File: src/rtl/write_bus_pkg.sv
// Definitions shared by the peripheral read and write paths: address
// decode fields, peripheral select codes and the default timer prescale.
package write_bus_pkg;

  localparam int unsigned REGION_BIT       = 8;
  localparam int unsigned SEL_LSB          = 2;
  localparam int unsigned SEL_W            = 3;
  localparam int unsigned TICK_DIV_DEFAULT = 10000;

  typedef enum logic [2:0] {
    PER_ADC_CTRL  = 3'd0,
    PER_ADC_DATA  = 3'd1,
    PER_TECLADO   = 3'd2,
    PER_SIETE_SEG = 3'd3,
    PER_LEDS      = 3'd4,
    PER_SWITCHES  = 3'd5,
    PER_TIMER     = 3'd6,
    PER_UNUSED    = 3'd7
  } per_sel_e;

endpackage

File: src/rtl/write_bus_timer.sv
// Countdown timer: free-running prescaler issuing ticks every TICK_DIV cycles,
// a 31-bit count that decrements per tick and a sticky expired flag.
module timer_countdown
  import write_bus_pkg::*;
#(
  parameter int unsigned TICK_DIV = TICK_DIV_DEFAULT
) (
  input  logic        clk_i,
  input  logic        rst_ni,
  input  logic        load_i,
  input  logic [30:0] load_value_i,
  output logic [31:0] timer_o
);

  localparam int unsigned PW = (TICK_DIV > 1) ? $clog2(TICK_DIV) : 1;
  localparam logic [PW-1:0] PRE_TC = PW'(TICK_DIV - 1);

  logic [PW-1:0] pre_q, pre_d;
  logic [30:0]   cnt_q, cnt_d;
  logic          flag_q, flag_d;
  logic          tick_s;

  assign tick_s  = (pre_q == PRE_TC);
  assign timer_o = {flag_q, cnt_q};

  // Next state: a load overrides a coincident tick; count 0 saturates.
  always_comb begin
    pre_d  = tick_s ? {PW{1'b0}} : (pre_q + PW'(1'b1));
    cnt_d  = cnt_q;
    flag_d = flag_q;
    if (load_i) begin
      pre_d  = {PW{1'b0}};
      cnt_d  = load_value_i;
      flag_d = 1'b0;
    end else if (tick_s && (cnt_q != 31'd0)) begin
      cnt_d = cnt_q - 31'd1;
      if (cnt_q == 31'd1) begin
        flag_d = 1'b1;
      end else begin
        flag_d = flag_q;
      end
    end else begin
      cnt_d = cnt_q;
    end
  end

  always_ff @(posedge clk_i or negedge rst_ni) begin
    if (!rst_ni) begin
      pre_q  <= {PW{1'b0}};
      cnt_q  <= 31'd0;
      flag_q <= 1'b0;
    end else begin
      pre_q  <= pre_d;
      cnt_q  <= cnt_d;
      flag_q <= flag_d;
    end
  end

endmodule

File: src/rtl/write_bus.sv
// CPU store decode: RAM write-enable gating, writable peripheral registers,
// one-cycle ADC-start / keypad-ack strobes and the countdown timer.
module write_bus
  import write_bus_pkg::*;
#(
  parameter int unsigned TICK_DIV = TICK_DIV_DEFAULT
) (
  input  logic        clk,
  input  logic        rst_n,
  input  logic [31:0] addrs,
  input  logic [31:0] data_out,
  input  logic        we,
  output logic        RAM_we,
  output logic [31:0] ADC_control,
  output logic        adc_start,
  output logic        teclado_ack,
  output logic [31:0] siete_segmentos,
  output logic [31:0] LEDs,
  output logic [31:0] Timer
);

  logic [31:0] adc_ctrl_q, adc_ctrl_d;
  logic [31:0] seg_q, seg_d;
  logic [31:0] led_q, led_d;
  logic        adc_start_q, adc_start_d;
  logic        ack_q, ack_d;
  logic        pwr_s;
  logic        tmr_load_s;
  per_sel_e    sel_s;

  assign RAM_we = we & ~addrs[REGION_BIT];
  assign pwr_s  = we & addrs[REGION_BIT];
  assign sel_s  = per_sel_e'(addrs[SEL_LSB +: SEL_W]);

  // Store decode; strobes default low so each store yields exactly one pulse.
  always_comb begin
    adc_ctrl_d  = adc_ctrl_q;
    seg_d       = seg_q;
    led_d       = led_q;
    adc_start_d = 1'b0;
    ack_d       = 1'b0;
    tmr_load_s  = 1'b0;
    if (pwr_s) begin
      case (sel_s)
        PER_ADC_CTRL: begin
          adc_ctrl_d  = {data_out[31:1], 1'b0};
          adc_start_d = data_out[0];
        end
        PER_TECLADO:   ack_d      = 1'b1;
        PER_SIETE_SEG: seg_d      = data_out;
        PER_LEDS:      led_d      = data_out;
        PER_TIMER:     tmr_load_s = 1'b1;
        default:       tmr_load_s = 1'b0;
      endcase
    end else begin
      tmr_load_s = 1'b0;
    end
  end

  always_ff @(posedge clk or negedge rst_n) begin
    if (!rst_n) begin
      adc_ctrl_q  <= 32'd0;
      seg_q       <= 32'd0;
      led_q       <= 32'd0;
      adc_start_q <= 1'b0;
      ack_q       <= 1'b0;
    end else begin
      adc_ctrl_q  <= adc_ctrl_d;
      seg_q       <= seg_d;
      led_q       <= led_d;
      adc_start_q <= adc_start_d;
      ack_q       <= ack_d;
    end
  end

  timer_countdown #(
    .TICK_DIV (TICK_DIV)
  ) u_timer (
    .clk_i        (clk),
    .rst_ni       (rst_n),
    .load_i       (tmr_load_s),
    .load_value_i (data_out[30:0]),
    .timer_o      (Timer)
  );

  assign ADC_control     = adc_ctrl_q;
  assign siete_segmentos = seg_q;
  assign LEDs            = led_q;
  assign adc_start       = adc_start_q;
  assign teclado_ack     = ack_q;

endmodule

File: config.mk
export PLATFORM = sky130hd
export DESIGN_NAME = write_bus
export DESIGN_NICKNAME = d
export VERILOG_FILES = /design/src/rtl/write_bus_pkg.sv /design/src/rtl/write_bus_timer.sv /design/src/rtl/write_bus.sv
export SDC_FILE = /design/constraint.sdc
export NUM_CORES = 1
export LEC_CHECK = 0
export CAP_MARGIN = 40
export CELL_PAD_IN_SITES_DETAIL_PLACEMENT = 1
export CELL_PAD_IN_SITES_GLOBAL_PLACEMENT = 2
export CORE_MARGIN = 2
export CORE_UTILIZATION = 34
export CTS_BUF_LIST = sky130_fd_sc_hd__clkbuf_8
export DETAILED_ROUTE_END_ITERATION = 7
export GPL_TIMING_DRIVEN = 0
export PLACE_DENSITY_LB_ADDON = 0.1
export REMOVE_ABC_BUFFERS = 1
export SLEW_MARGIN = 30
export SYNTH_ARGS = -nofsm -noshare
export SYNTH_HDL_FRONTEND = slang
export SYNTH_HIERARCHICAL = 1
export SYNTH_SLANG_ARGS = --single-unit
File: constraint.sdc
create_clock -name clk -period 5.1 [get_ports clk]
set_clock_uncertainty 0.05 [all_clocks]
set_input_delay 1.53 -clock clk [delete_from_list [all_inputs] [get_ports clk]]
set_output_delay 1.53 -clock clk [all_outputs]
set_load 0.005 [all_outputs]
=== Word level (Yosys, flattened, before mapping) ===
Cells that the tools add are included.

* Register bits after elaboration: 143
* Output and inout bits: 131
* Logic and storage cells: 41

* Add/sub/neg operators: 2
* Equal/unequal tests: 6
* Multiplexer cells: 13
* Bitwise operators: 3
* Reductions and logical operators: 9

{| class="wikitable"
|+ Operator list
! operator !! number
|-
| 31-bit two-way mux || 2
|-
| 31-bit by 1-bit == test with 1-bit output (second input constant) || 1
|-
| 31-bit nonzero test || 1
|-
| 31-bit by 1-bit subtractor with 31-bit output (second input constant) || 1
|-
| 14-bit two-way mux || 2
|-
| 14-bit by 1-bit adder with 14-bit output (second input constant) || 1
|-
| 14-bit == test (second input constant) || 1
|-
| 1-bit two-way mux || 9
|-
| 2-bit AND reduction || 4
|-
| 3-bit by 2-bit == test with 1-bit output (second input constant) || 2
|-
| 3-bit == test (second input constant) || 2
|-
| 2-bit nonzero test || 2
|-
| 3-bit zero test || 1
|-
| 1-bit AND || 2
|-
| 1-bit logical AND || 1
|-
| 1-bit inverter || 1
|}

=== Depth between registers and ports, before layout ===
Gate-level depths: netlist of the first run.

* Depth in word-level cells: 5
* Gate-level depth with buffers: 10
* Gate-level depth less buffers: 8

=== Hierarchy ===
The synthesis of the first run kept the hierarchy.

{| class="wikitable"
|+ By module, submodules not included
! module !! times used !! cells each !! area each (µm²)
|-
| write_bus || 1 || 215 || 3,798.6
|-
| timer_countdown || 1 || 315 || 2,788.9
|}

=== Worst setup path before layout of the first run ===
No wires, ideal clock.

* Path type: in2out
* Start: in addrs[8]
* End: out RAM_we
* Arrival: 1.725 ns
* Required time: 3.520 ns
* Path slack: 1.795 ns
* Stages: 1
* Path buffers: 0
* Path through: and2b_2

* Cells in the longest elaborated chain, start to end: 2

{| class="wikitable"
|+ RTL lines
! element !! RTL line !! text
|-
| from (decl) || write_bus.sv:10 || <nowiki>input logic [31:0] addrs,</nowiki>
|-
| 1-bit inverter || write_bus.sv:31 || <nowiki>assign RAM_we = we & ~addrs[REGION_BIT];</nowiki>
|-
| 1-bit AND || write_bus.sv:31 ||
|-
| to (decl) || write_bus.sv:13 || <nowiki>output logic RAM_we,</nowiki>
|}

Every way passes these cells.

=== Worst setup path in the final report of the first run ===
Same ends and word-level chain as after synthesis.

==> metrics, run 1 <==
outcome complete, no violations; first-pass GRT wire length 30800 um; maximum resistive drop on vdd 0.175 mV; mux cell area share after synthesis 18.1%; Core ar. 0.0188 mm^2; Pre-antenna DRT Iters 5; I/O pin cnt 198; crit-path max FO 3; crit start category input pin; Bufs and invs on worst path 2; P_leak 3.80 nW; Slew Limit Fails 0; H-Tree Level Count 4; Sink Count 143; Cell variety after synth 65; largest family of logic cells by synthesized area multiplexers; R2R setup slack 2.28 ns; routability cong. 0.781; Sequential Power Share 43.2%; worst slew pin tran 0.725 ns; layout cells sized above 1 22.1%; Critical Path Most Common Cell clkdlybuf4s50_1; synth warn 6; cells after synthesis 530; Yosys top cell area share 54.3%; critical path's slowest cell clkdlybuf4s50_1; area of the die 0.0205 mm^2; fmax 233 MHz; Setup violations, final 0; slowest cell delay on critical path 0.51 ns; clock buffer depth 2; Post-Syn Area 0.00659 mm^2; CTS buffer count 17; Die Wd 143 um; cell accounting for the most synthesized area dfrtp_1; Adder-Cell Fraction of Synth Area 0.570%; worst r2r path cells 6; Critical Path End Type output pin; Clk pwr share 31.0%; antenna violations before repair 0; DR WL/cell 19.8 um; GR Util met1 25.5%; HPWL after DPL 13900 um; complex-gate fraction of the synthesized area 7.54%; clk_lat worst skew 0.46 ns; Max-Slew Margin vs Limit 51.5%; final hold viol count 0; Post-Synth XOR/XNOR Area 2.13%; Worst EP arrival 2.70 ns; die height 143 um; mean area per synthesized cell 12.4 um^2; final layout net count 768; Synth async-reset ratio 100%; drt drc 0; post-cts sizing count 0; largest net degree at the start of global routing 83; #FFs+latches synth 143; Int Pwr 2.71 mW; Synth area leaders dfrtp_1 54%, mux2_2 11%, mux2_4 6.6%, nor2_1 2.6%, nand2_1 1.9%; Setup CP Type input pin to output pin; Post-synth EDFFs 0; Post-synth top flop dfrtp_1; Antenna Nets Post-Route 0; port buffer count 168; Power per Cell Area 408 mW/mm^2; final wirelength 19200 um; worst hold path type flip-flop to flip-flop; GRT overflow 0; Tmin final 4.28 ns; setup bufs post-CTS 0; clk root buf clkbuf_8; Worst Path Required 3.52 ns; vias in the first global route 5385; period utilization 84.0%; sequential-to-total area share from yosys stat 54.3%; Pwr Total 3.70 mW; simple-gate area share of the yosys netlist 13.9%; DP Worst Slack 0.529 ns; fillers 1943; RSZ-0062 raised after global routing false; final setup margin 0.816 ns; Hold Buf Count CTS 0; Net Sw Frac 26.8%; met3 Use GR 5.53%; Hold Crit Endpoint u_timer/pre_q[0]; vias 4982; met2 Use GR 31.8%; RR Startpoint u_timer/pre_q[0]; clk slew on worst S/H paths 0.08 ns; final core utilization 48.2%; FP Rows 50; CTS tree yes; GRT Total Usage 19.6%; Starting Density 35.0%; Detailed Route Iter0 Violations 222; CP Cell Sequence clkdlybuf4s50_1 -> and2b_2 -> clkdlybuf4s50_1; RR Endpoint u_timer/cnt_q[10]; synth-to-layout area growth 37.7%; largest delay contributor family on the critical path buffers and inverters; min-delay src u_timer/pre_q[0]; routed vias/inst 5.13; P_sw 992 uW; hold depth 1; Inserted Diodes 0; gr busiest metal met2; Logic pwr share 25.8%; max-cap viol count 0
-- registers in the layout, summed over array words and instances, names as in the netlist --
name and cells:
u_timer/flag_q 1, u_timer/cnt_q 31, teclado_ack 1, adc_start 1, LEDs 32, siete_segmentos 32, ADC_control 31, u_timer/pre_q 14
-- Yosys cell counts (all sizes together) (2+ instances only) --
cell and instances:
a211oi 5, a21oi 6, a22oi 2, a31oi 6, a32oi 2, and2 3, and2b 2, and3 8
and4 8, buf 15, clkbuf 14, dfrtp 143, ha 3, inv 9, mux2 96, nand2 34
nand3 14, nand4 14, nor2 47, nor3 12, nor4 10, nor4b 2, o211ai 7, o21ai 11
o22ai 2, o311ai 4, o31a 4, o31ai 3, o41ai 2, or3 4, or4 6, xnor2 7
xor2 9
-- how the worst max path moves through the flow --
stage,from,to,cells past startpoint
2_1_floorplan,we,LEDs[0],3
3_3_place_gp,rst_n,LEDs[31],1
3_5_place_dp,addrs[8],u_timer/cnt_q[25],8
4_1_cts,addrs[8],RAM_we,3
5_1_grt,addrs[8],u_timer/cnt_q[25],8
6_report,addrs[8],RAM_we,3
-- final cells by class --
| type | count | area [um^2] | area share [%] |
|---|---|---|---|
| sequential | 143 | 3580 | 39.4 |
| clock buffer | 20 | 275 | 3.03 |
| inverter | 9 | 33.8 | 0.372 |
| multi-input combinational | 349 | 2800 | 30.9 |
| tap | 260 | 325 | 3.59 |
| clock inverter | 12 | 228 | 2.51 |
| timing repair buffer | 178 | 1830 | 20.2 |
-- metrics by stage --
stage               hold WS [ns]  instances  instance area, um^2  setup TNS (ns)
global placement           0.388        929                 8400         -535.37
CTS                        0.413        970                 9060               0
global route               0.437        971                 9070               0
detailed placement         0.403        938                 8550               0
finish                     0.409        971                 9070               0
floorplan                  0.375        501                 6400               0
-- per-layer routing --
layer  up-vias  wire length, um
li1       2269                -
met1      2561             8390
met2       133             9400
met3        19             1150
met4         0              266
met5         -                0
-- layout by cell type (no fill, tap or decap), drive strengths merged, types with 7 or more instances in the layout --
master	netlist	layout
nand2	34	34
inv	9	12
and3	8	8
xnor2	7	7
clkdlybuf4s50	0	167
buf	15	11
clkbuf	14	20
o211ai	7	7
nor4	10	10
nor3	12	12
dfrtp	143	143
and4	8	8
nor2	47	47
xor2	9	9
nand3	14	14
nand4	14	14
mux2	96	96
o21ai	11	11
-- cell families (layout without fill, tap and decap cells) --
group | Yosys count | after routing
AND/OR/NAND/NOR | 168 | 168
adder cells (fa/ha/maj) | 3 | 3
other | 1 | 1
XOR/XNOR | 16 | 16
AO/OA/AOI/OAI | 65 | 65
flip-flops | 143 | 143
multiplexers | 96 | 96
buffers and inverters | 38 | 219
-- power groups by stage --
stage                     Sequential [mW]  Clock, mW  Combinational, mW
after floorplan                      1.60          0              0.341
after global placement               1.60          0              0.937
after detailed placement             1.62          0              0.970
after CTS                            1.60       1.17              0.976
after global routing                 1.64       1.22               1.04
final                                1.60       1.15              0.955
Note: power is estimated with default switching activity, not from simulation.
==> inputs of run 2 (changes only) <==
--- a/config.mk
+++ b/config.mk
@@ -9,7 +9,7 @@
 export CELL_PAD_IN_SITES_DETAIL_PLACEMENT = 1
 export CELL_PAD_IN_SITES_GLOBAL_PLACEMENT = 2
 export CORE_MARGIN = 2
-export CORE_UTILIZATION = 34
+export CORE_UTILIZATION = 28
 export CTS_BUF_LIST = sky130_fd_sc_hd__clkbuf_8
 export DETAILED_ROUTE_END_ITERATION = 7
 export GPL_TIMING_DRIVEN = 0
==> constraint.sdc (replaced) <==
create_clock -name clk -period 3.6 [get_ports clk]
set_clock_uncertainty 0.05 [all_clocks]
set_input_delay 1.08 -clock clk [delete_from_list [all_inputs] [get_ports clk]]
set_output_delay 1.08 -clock clk [all_outputs]
set_load 0.005 [all_outputs]
==> run 2 against run 1 <==
  * Sequential cell count stayed put
  * Critical path type unchanged
  * Total power is 32% higher
  * First-iteration DRC count is 11% lower
  * Via count is 0.26% higher
  * Count of clock-buffer cells in the layout is 3 lower
==> metrics, run 2 (synthesized netlist as in run 1, its figures left out) <==
Hold Buf Count CTS 0 (unchanged); sequential cell area 0.00358 mm^2 (unchanged); vias 4995 (+0.26%); outcome complete, no violations; period utilization 93.5%; clk slew on worst S/H paths 0.09 ns (about the same); final setup margin 0.233 ns (-0.583 ns); Inserted Diodes 0 (unchanged); area of the die 0.0248 mm^2 (+21%); RSZ-0062 raised after global routing false; CTS tree yes; Antenna Nets Post-Route 0 (unchanged); routability cong. 0.772 (-1.1%); commonest non-fill, non-tap cells in the layout 167 x clkdlybuf4s50_1, 143 x dfrtp_1, 67 x mux2_2; antenna violations before repair 0 (unchanged); largest delay contributor family on the critical path buffers and inverters; final hold viol count 0 (unchanged); final core utilization 38.8% (-9.3 points); Power per Cell Area 542 mW/mm^2 (+33%); FP Rows 56 (+12%); maximum resistive drop on vdd 0.219 mV (+25%); fmax 297 MHz; final layout net count 769 (+0.13%); drt drc 0 (unchanged); crit-path max FO 3 (unchanged); clock buffer depth 2 (unchanged); Bufs and invs on worst path 2 (unchanged); clk_lat worst skew 0.45 ns (about the same); slowest cell delay on critical path 0.50 ns (about the same); post-cts sizing count 0 (unchanged); Detailed Route Iter0 Violations 198 (-11%); Worst EP arrival 2.24 ns (-0.46 ns); setup TNS 0 ns (unchanged); P_leak 3.75 nW (-1.4%); Critical Path End Type output pin; Setup CP Type input pin to output pin; critical path's slowest cell clkdlybuf4s50_1; fillers 2504 (+29%); routed vias/inst 4.84 (-5.6%); worst slew pin tran 0.871 ns (+0.147 ns); Fin Hold WS 0.439 ns (+0.0301 ns); CP Cell Sequence clkdlybuf4s50_1 -> and2b_2 -> clkdlybuf4s50_1; most common cell after layout, fill and taps aside clkdlybuf4s50_1; DP Worst Slack -0.382 ns (-0.911 ns); clk root buf clkbuf_8; Non-Filler Instances 1031 (+6.2%); Tmin final 3.37 ns; synth-to-layout area growth 37.2%; final wirelength 20200 um (+5.3%); GRT overflow 0 (unchanged); GRT Total Usage 17.0% (-2.6 points); die height 157 um (+9.9%); worst hold path type flip-flop to flip-flop; Max-Slew Margin vs Limit 41.6% (-9.8 points); crit start category input pin; largest net degree at the start of global routing 83 (unchanged); DR WL/cell 19.6 um (-0.81%); Critical Path Most Common Cell clkdlybuf4s50_1; Setup violations, final 0 (unchanged); Worst Path Required 2.47 ns (-1.05 ns); port buffer count 168 (unchanged); Die Wd 157 um (+9.9%); Slew Limit Fails 0 (unchanged); placed cell count 998 (+6.4%); first-pass GRT wire length 32200 um (+4.6%); Sink Count 143 (unchanged); layout cells sized above 1 22.2% (+0.11 points); Multi-input gate area 0.00280 mm^2 (about the same); max-cap viol count 0 (unchanged); Starting Density 28.3% (-6.7 points); HPWL after DPL 14600 um (+5.1%); CTS buffer count 17 (unchanged); Core ar. 0.0233 mm^2 (+24%); I/O pin cnt 198 (unchanged); Pre-antenna DRT Iters 4 (-1); setup bufs post-CTS 0 (unchanged); vias in the first global route 5623 (+4.4%); H-Tree Level Count 4 (unchanged)
## run 2: final timing paths
check | start | endpoint | slack, ns | cells past startpoint
worst max-delay path | addrs[8] | RAM_we | 0.23 | 3
worst min-delay path | u_timer/pre_q[0] | u_timer/pre_q[0] | 0.44 | 1
worst max register to register | u_timer/pre_q[0] | u_timer/cnt_q[10] | 0.70 | 6
worst min register to register | u_timer/pre_q[0] | u_timer/pre_q[0] | 0.44 | 1
max in group asynchronous | rst_n | siete_segmentos[14] | 2.20 | 2
min in group asynchronous | rst_n | siete_segmentos[6] | 0.49 | 1
## run 2: layout make-up
class	count	share of cell area (%)
clock buffer	17	2.59
clock inverter	15	1.62
tap	319	4.42
timing repair buffer	179	20.4
sequential	143	39.6
inverter	9	0.374
multi-input combinational	349	31.0
## run 2: where the power goes
group | internal, mW | switching (mW) | total, mW
sequential | 1.97 | 0.294 | 2.26
combinational | 0.906 | 0.446 | 1.35
clock | 0.610 | 0.669 | 1.28
total | 3.48 | 1.41 | 4.89
## run 2: through the flow
step	cell area (um^2)	total power [mW]
after global routing	9040	5.21
after CTS	9020	4.99
final	9040	4.89
after global placement	8480	3.61
after floorplan	6400	2.75
after detailed placement	8640	3.67
## run 2: per-layer routing
layer	vias to the layer above	wire [um]	global-route usage, %
met5	-	0	0
met4	0	174	4.42
met3	11	1030	5.07
met2	103	10000	28.4
met1	2605	9010	21.5
li1	2276	-	-
